$ cat src/rtl/serial_word_loader.sv
// serial_word_loader: assembles LSB-first serial bits into a WIDTH-bit word and
// holds it with LOAD asserted until the downstream register bank acknowledges.
// Optional even-parity check on an extra trailing bit: define
// SERIAL_WORD_LOADER_PARITY_EN to compile it in (PERR is tied to 0 otherwise).
module serial_word_loader #(
    parameter int unsigned WIDTH = 8
) (
    input  logic             CLK,
    input  logic             RST,
    input  logic             SIN,
    input  logic             SVALID,
    output logic             SREADY,
    output logic [WIDTH-1:0] DOUT,
    output logic             LOAD,
    input  logic             ACK,
    output logic             BUSY,
    output logic             PERR
);

    localparam int unsigned CW = $clog2(WIDTH + 1);

`ifdef SERIAL_WORD_LOADER_PARITY_EN
    typedef enum logic [1:0] {
        IDLE  = 2'd0,
        SHIFT = 2'd1,
        PAR   = 2'd2,
        HOLD  = 2'd3
    } state_e;
`else
    typedef enum logic [1:0] {
        IDLE  = 2'd0,
        SHIFT = 2'd1,
        HOLD  = 2'd3
    } state_e;
`endif

    state_e           state_q, state_d;
    logic [CW-1:0]    cnt_q, cnt_d;
    logic [WIDTH-1:0] sh_q, sh_d;
    logic [WIDTH-1:0] dout_q, dout_d;
    logic             load_q, load_d;
    logic             busy_q, busy_d;
    logic             sready_q, sready_d;
    logic             perr_q, perr_d;
    logic             xfer;

    assign xfer = SVALID & sready_q;

    // State, counter, assembly and output registers
    always_ff @(posedge CLK or negedge RST) begin
        if (!RST) begin
            state_q  <= IDLE;
            cnt_q    <= '0;
            sh_q     <= '0;
            dout_q   <= '0;
            load_q   <= 1'b0;
            busy_q   <= 1'b0;
            sready_q <= 1'b1;
            perr_q   <= 1'b0;
        end else begin
            state_q  <= state_d;
            cnt_q    <= cnt_d;
            sh_q     <= sh_d;
            dout_q   <= dout_d;
            load_q   <= load_d;
            busy_q   <= busy_d;
            sready_q <= sready_d;
            perr_q   <= perr_d;
        end
    end

    // Next-state, bit placement and registered-output decode
    always_comb begin
        state_d = state_q;
        cnt_d   = cnt_q;
        sh_d    = sh_q;
        dout_d  = dout_q;
        perr_d  = 1'b0;

        // Bit k of the word goes to position k; decoded to keep index widths exact
        if (xfer && (state_q == IDLE || state_q == SHIFT)) begin
            for (int i = 0; i < int'(WIDTH); i++) begin
                if (cnt_q == CW'(i)) sh_d[i] = SIN;
            end
        end

        case (state_q)
            IDLE, SHIFT: begin
                if (xfer) begin
                    if (cnt_q == CW'(WIDTH - 1)) begin
                        cnt_d = '0;
`ifdef SERIAL_WORD_LOADER_PARITY_EN
                        state_d = PAR;
`else
                        state_d = HOLD;
                        dout_d  = sh_d;
`endif
                    end else begin
                        cnt_d   = cnt_q + CW'(1);
                        state_d = SHIFT;
                    end
                end
            end
`ifdef SERIAL_WORD_LOADER_PARITY_EN
            PAR: begin
                if (xfer) begin
                    if ((^sh_q ^ SIN) == 1'b0) begin
                        state_d = HOLD;
                        dout_d  = sh_q;
                    end else begin
                        state_d = IDLE;
                        perr_d  = 1'b1;
                    end
                end
            end
`endif
            HOLD: begin
                if (ACK) state_d = IDLE;
            end
            default: begin
                state_d = IDLE;
                cnt_d   = '0;
            end
        endcase

        load_d   = (state_d == HOLD);
        busy_d   = (state_d != IDLE);
        sready_d = (state_d != HOLD);
    end

    assign SREADY = sready_q;
    assign DOUT   = dout_q;
    assign LOAD   = load_q;
    assign BUSY   = busy_q;
    assign PERR   = perr_q;

endmodule
$ cat config.mk
export PLATFORM = sky130hd
export DESIGN_NAME = serial_word_loader
export DESIGN_NICKNAME = d
export VERILOG_FILES = /design/src/rtl/serial_word_loader.sv
export SDC_FILE = /design/constraint.sdc
export NUM_CORES = 1
export LEC_CHECK = 0
export ABC_AREA = 1
export CAP_MARGIN = 5
export CELL_PAD_IN_SITES_DETAIL_PLACEMENT = 1
export CELL_PAD_IN_SITES_GLOBAL_PLACEMENT = 1
export CORE_MARGIN = 2
export CORE_UTILIZATION = 39
export DETAILED_ROUTE_END_ITERATION = 8
export PLACE_DENSITY_LB_ADDON = 0.1
export SLEW_MARGIN = 25
export SYNTH_ARGS = -nofsm -noshare
export SYNTH_HDL_FRONTEND = slang
export SYNTH_SLANG_ARGS = --single-unit
export TNS_END_PERCENT = 10
$ cat constraint.sdc
create_clock -name CLK -period 1.5 [get_ports CLK]
set_input_delay 0.3 -clock CLK [delete_from_list [all_inputs] [get_ports CLK]]
set_output_delay 0.3 -clock CLK [all_outputs]
set_load 0.03 [all_outputs]
Word level (Yosys, flattened, before mapping)
Cells that the tools add are included.

$add $sub $neg: 1. Reduce and logical (&&, ||, !) cells: 8. Equal/unequal tests: 12. Multiplexer cells: 16. Bitwise gates (word level): 2.

Operator list (number): 4-bit by 3-bit equality test with 1-bit output (second input constant) (4); 4-bit by 2-bit equality test with 1-bit output (second input constant) (2); 1-bit two-way mux (8); 4-bit two-way mux (2); 8-bit two-way mux (1); 4-bit case mux with 2 select lines (1); 2-bit two-way mux (3); 4-bit by 1-bit adder with 4-bit output (second input constant) (1); 2-bit equality test (second input constant) (2); 4-bit by 1-bit equality test with 1-bit output (second input constant) (1); 4-bit zero test (1); 2-bit inequality test (second input constant) (2); 2-bit case mux with 2 select lines (1); 3-bit AND reduction (1); 2-bit by 1-bit equality test with 1-bit output (second input constant) (1); 2-bit zero test (1); 2-bit AND reduction (1); 2-bit nonzero test (1); 2-bit OR reduction (1); 1-bit AND (1); 1-bit logical AND (1); 1-bit logical OR (1); 1-bit inverter (1).

Output and inout bits: 12. Register bits: 25. Input port bits: 5.

Logic depth before layout (Yosys ltp)
Depth after elaboration: 5. Gate-level depth with buffers: 8. Depth with buffers taken out: 8.

Worst setup path before layout
No wires, ideal clock.

Path type: register to register. Start point: register sready_q (netlist: SREADY). End point: register sh_q[0]. Data required time: 1.381 ns. Arrival: 1.270 ns. Path slack: 0.111 ns. Stages on the path, launching flop included: 6. Clock period less this slack: 1.389 ns. Path through: dfstp_2 -> nand2_1 -> nor2_4 -> buf_6 -> nand3_1 -> and2_1.

Longest elaborated chain between the ends: 3.

RTL lines: start, declared (RTL line 43) `logic sready_q, sready_d;`; start signal, assigned (RTL line 67) `sready_q <= sready_d;`; 1-bit AND (RTL line 47) `assign xfer = SVALID & sready_q;`; 1-bit logical AND (RTL line 81) `if (xfer && (state_q == IDLE || state_q == SHIFT)) begin`; 8-bit two-way mux (RTL line 81); via sh_d[0] (RTL line 39) `logic [WIDTH-1:0] sh_q, sh_d;`; end signal, assigned (RTL line 54) `sh_q <= '0;`; end signal, assigned (RTL line 63) `sh_q <= sh_d;`; end, declared (RTL line 39).

The timed path passes the listed nets, and every way through them passes these cells. A chain may end at the register's enable or synchronous reset.

Worst setup path after layout
Start point: register sready_q (netlist: SREADY). End point: register cnt_q[1].

Longest elaborated chain between the ends: 3.

RTL lines: 1-bit AND (RTL line 47); 2-bit inequality test (no line); 2-bit AND reduction (no line); end signal, assigned (RTL line 62) `cnt_q <= cnt_d;`; end, declared (RTL line 38) `logic [CW-1:0] cnt_q, cnt_d;`.

No other way between the ends.

==> reports/results.ini <==
[run_status]
status=finished, final reports clean

[clocking]
clk_root_buffer_cell=clkbuf_4
cts_tree=yes
clk_latency_ns=0.31
ctsHtreeMaxLevel=1
cts-hold-fix-buffers=0
clockBufferDepth=2
clkTransAtPathRegs_ns=0.13
cts_made_buffers=3
cts.sinks=24

[critical_path]
r2r.worst_path.cells=4
regToRegSetupSlack_ns=0.11
critPathCaptureType=register
cp_slowest_cell=dfstp_2
cp.required_ns=1.68
crit_type=register to register
crit_top_cell=o21ai_0
reg2reg_from=SREADY
cp-start-kind=register
crit_end=cnt_q[1]
startpoint=SREADY
arrival_ns=1.57
worstReg2RegEnd=cnt_q[1]
worstPathMaxFanout=4
path_cells=nand3_2, buf_4, o21ai_0, o21ai_0
cpPeakStageDelay_ns=0.58

[cells_and_area]
instances_no_fill=194
layout.nets=173
drive_above_1_share=0.147
utilization=0.518
fillCellCount=342
syn_to_final_growth_pct=24.8
n_antenna_cell=0

[synthesis]
synth_area_um2=1150
ys.flop_type=dfrtp_1
synth_top_area_frac=0.498
ys_async_sr_fraction=1.00
seq_area_frac_synth=0.521
avgSynthCellArea_um2=8.55
synth_top_cell_by_area=dfrtp_1
yosysMostFrequentCell=nand2_1
synth.cells.most_frequent=nand2_1 (39), dfrtp_1 (23), inv_1 (19), nand3_1 (16), nor2_1 (9)
ys_top_cells_by_area=dfrtp_1 (50%), nand2_1 (13%), nand3_1 (6.9%)
synth_cells=135
ys_types=19
syn_nets=144
yosysWarnings=0
synth_edf_count=0
ys_ff_latch=24

[drt]
viasPerCell=4.88
routed_wl_um=2500
vias=946
wire_per_inst_um=12.9
drtPass1Iterations=4
drt_first_iter_violations=13
drc=0
ant_nets=0

[grt]
grt_util_met1=0.224
grt_use_met2=0.302
grt_pass1_wl_um=4600
grt_start_max_net_pins=25
grt_usage=0.172
antenna_found_initial=0
grt_remaining_overflow=0
top_usage_layer=met2
grt_pass1_vias=1045
grt_util_met3=0.0264

[die]
fp.dieH_um=58.4
rows=19
start_util=0.415
boundaryPins=17
fp.dieW_um=58.4
core-area_um2=2780
die_area_um2=3410

[placed_design]
dp_hpwl_um=1790
dp_cells=186
dp_slack_ns=-0.0381
gp_congestion=0.776
port_buffers=15

[pwr]
power_density_nw_per_um2=1900
p_leak_uw=0.000756
peakVddDrop_mv=1.09

[sta]
setup-violations-final=0
finalMaxSlewViolations=0
setup_ws_ns=0.111
skew_ns=0.00185
period_needed_ns=1.39
relSlewSlack=0.639
fin_tns_setup_ns=0
final-hold-violation-count=0
worst_pin_slew_ns=0.536
fmax_ghz=0.720
post-route-period-util=0.926

[min_path]
hold_path_class=input port to async pin

[job]
cap_violations=0

-- through the flow --
step | cell area [um^2] | total power (uW) | hold slack (ns)
after CTS | 1410 | 2700 | 0.335
after global placement | 1390 | 2370 | 0.457
after floorplan | 1150 | 1930 | 0.00441
after global routing | 1440 | 3010 | 0.351
after detailed placement | 1390 | 2420 | 0.467
final | 1440 | 2750 | 0.334
-- cell usage in the layout (no fill, tap or decap) --
master | synthesis | layout
a22oi_1 | 1 | 1
a31oi_2 | 1 | 1
and2_1 | 7 | 7
buf_12 | 0 | 1
buf_4 | 1 | 11
clkbuf_4 | 0 | 3
clkbuf_8 | 0 | 1
clkdlybuf4s50_1 | 0 | 4
conb_1 | 1 | 1
dfrtp_1 | 23 | 23
dfstp_2 | 1 | 1
dlygate4sd2_1 | 0 | 10
ha_1 | 4 | 4
inv_1 | 19 | 19
inv_2 | 1 | 1
inv_4 | 1 | 1
nand2_1 | 39 | 39
nand3_1 | 16 | 16
nand3_2 | 2 | 2
nor2_1 | 9 | 9
nor2_4 | 2 | 2
o21ai_0 | 4 | 4
o22ai_1 | 2 | 2
-- registers in the layout, indices dropped and copies added (netlist names) --
signal,cells
BUSY,1
DOUT,8
LOAD,1
SREADY,1
cnt_q,4
sh_q,7
state_q,2
-- power breakdown --
| group | total, uW | leakage [uW] | switching, uW | internal (uW) |
|---|---|---|---|---|
| clock network | 347 | 0.0000210 | 198 | 148 |
| logic | 1340 | 0.000456 | 822 | 519 |
| registers | 1060 | 0.000279 | 146 | 912 |
-- final cells by class --
| type | instances | area (um^2) | share of cell area |
|---|---|---|---|
| Sequential cell | 24 | 602 | 0.418 |
| Multi-Input combinational cell | 88 | 453 | 0.314 |
| Timing Repair Buffer | 26 | 230 | 0.160 |
| Inverter | 21 | 81.3 | 0.0564 |
| Clock buffer | 4 | 36.3 | 0.0252 |
| Tap cell | 31 | 38.8 | 0.0269 |
-- cell families (layout without fill, tap and decap cells) --
logic type,after synthesis,after routing,share of synthesized area
and+or+nand+nor,75,75,0.300
DFF,24,24,0.521
buffers and inverters,23,51,0.0867
AOI/OAI and AO/OA,8,8,0.0455
adders and majority gates,4,4,0.0433
other,1,1,0.00325
-- routing by layer --
layer,share of wire,vias up
met1,0.48,465
met2,0.49,11
met5,0,-
met3,0.024,2
met4,0.0032,0
li1,-,468
-- repair_timing --
item	4_1_cts	5_1_grt
endpoints found under the hold margin	0	0
setup buffers	0	4
gates resized for setup	10	0
pin swaps	0	1
setup endpoints to repair	10	2
-- worst max-delay path, delay by kind of cell, from the launching register on --
family,cells,cell delay (ns)
flip-flops,1,0.58
AO/OA/AOI/OAI,2,0.40
AND/OR/NAND/NOR,1,0.11
buffers and inverters,1,0.16
-- how the worst min path moves through the flow --
stage	start	to	slack [ns]
floorplan	RST	BUSY	0.004
detailed placement	DOUT[7]	DOUT[7]	0.47
finish	RST	cnt_q[3]	0.33
CTS	RST	DOUT[2]	0.33
global route	RST	DOUT[2]	0.35
global placement	DOUT[7]	DOUT[7]	0.46
(Power assumes the default switching activity.)
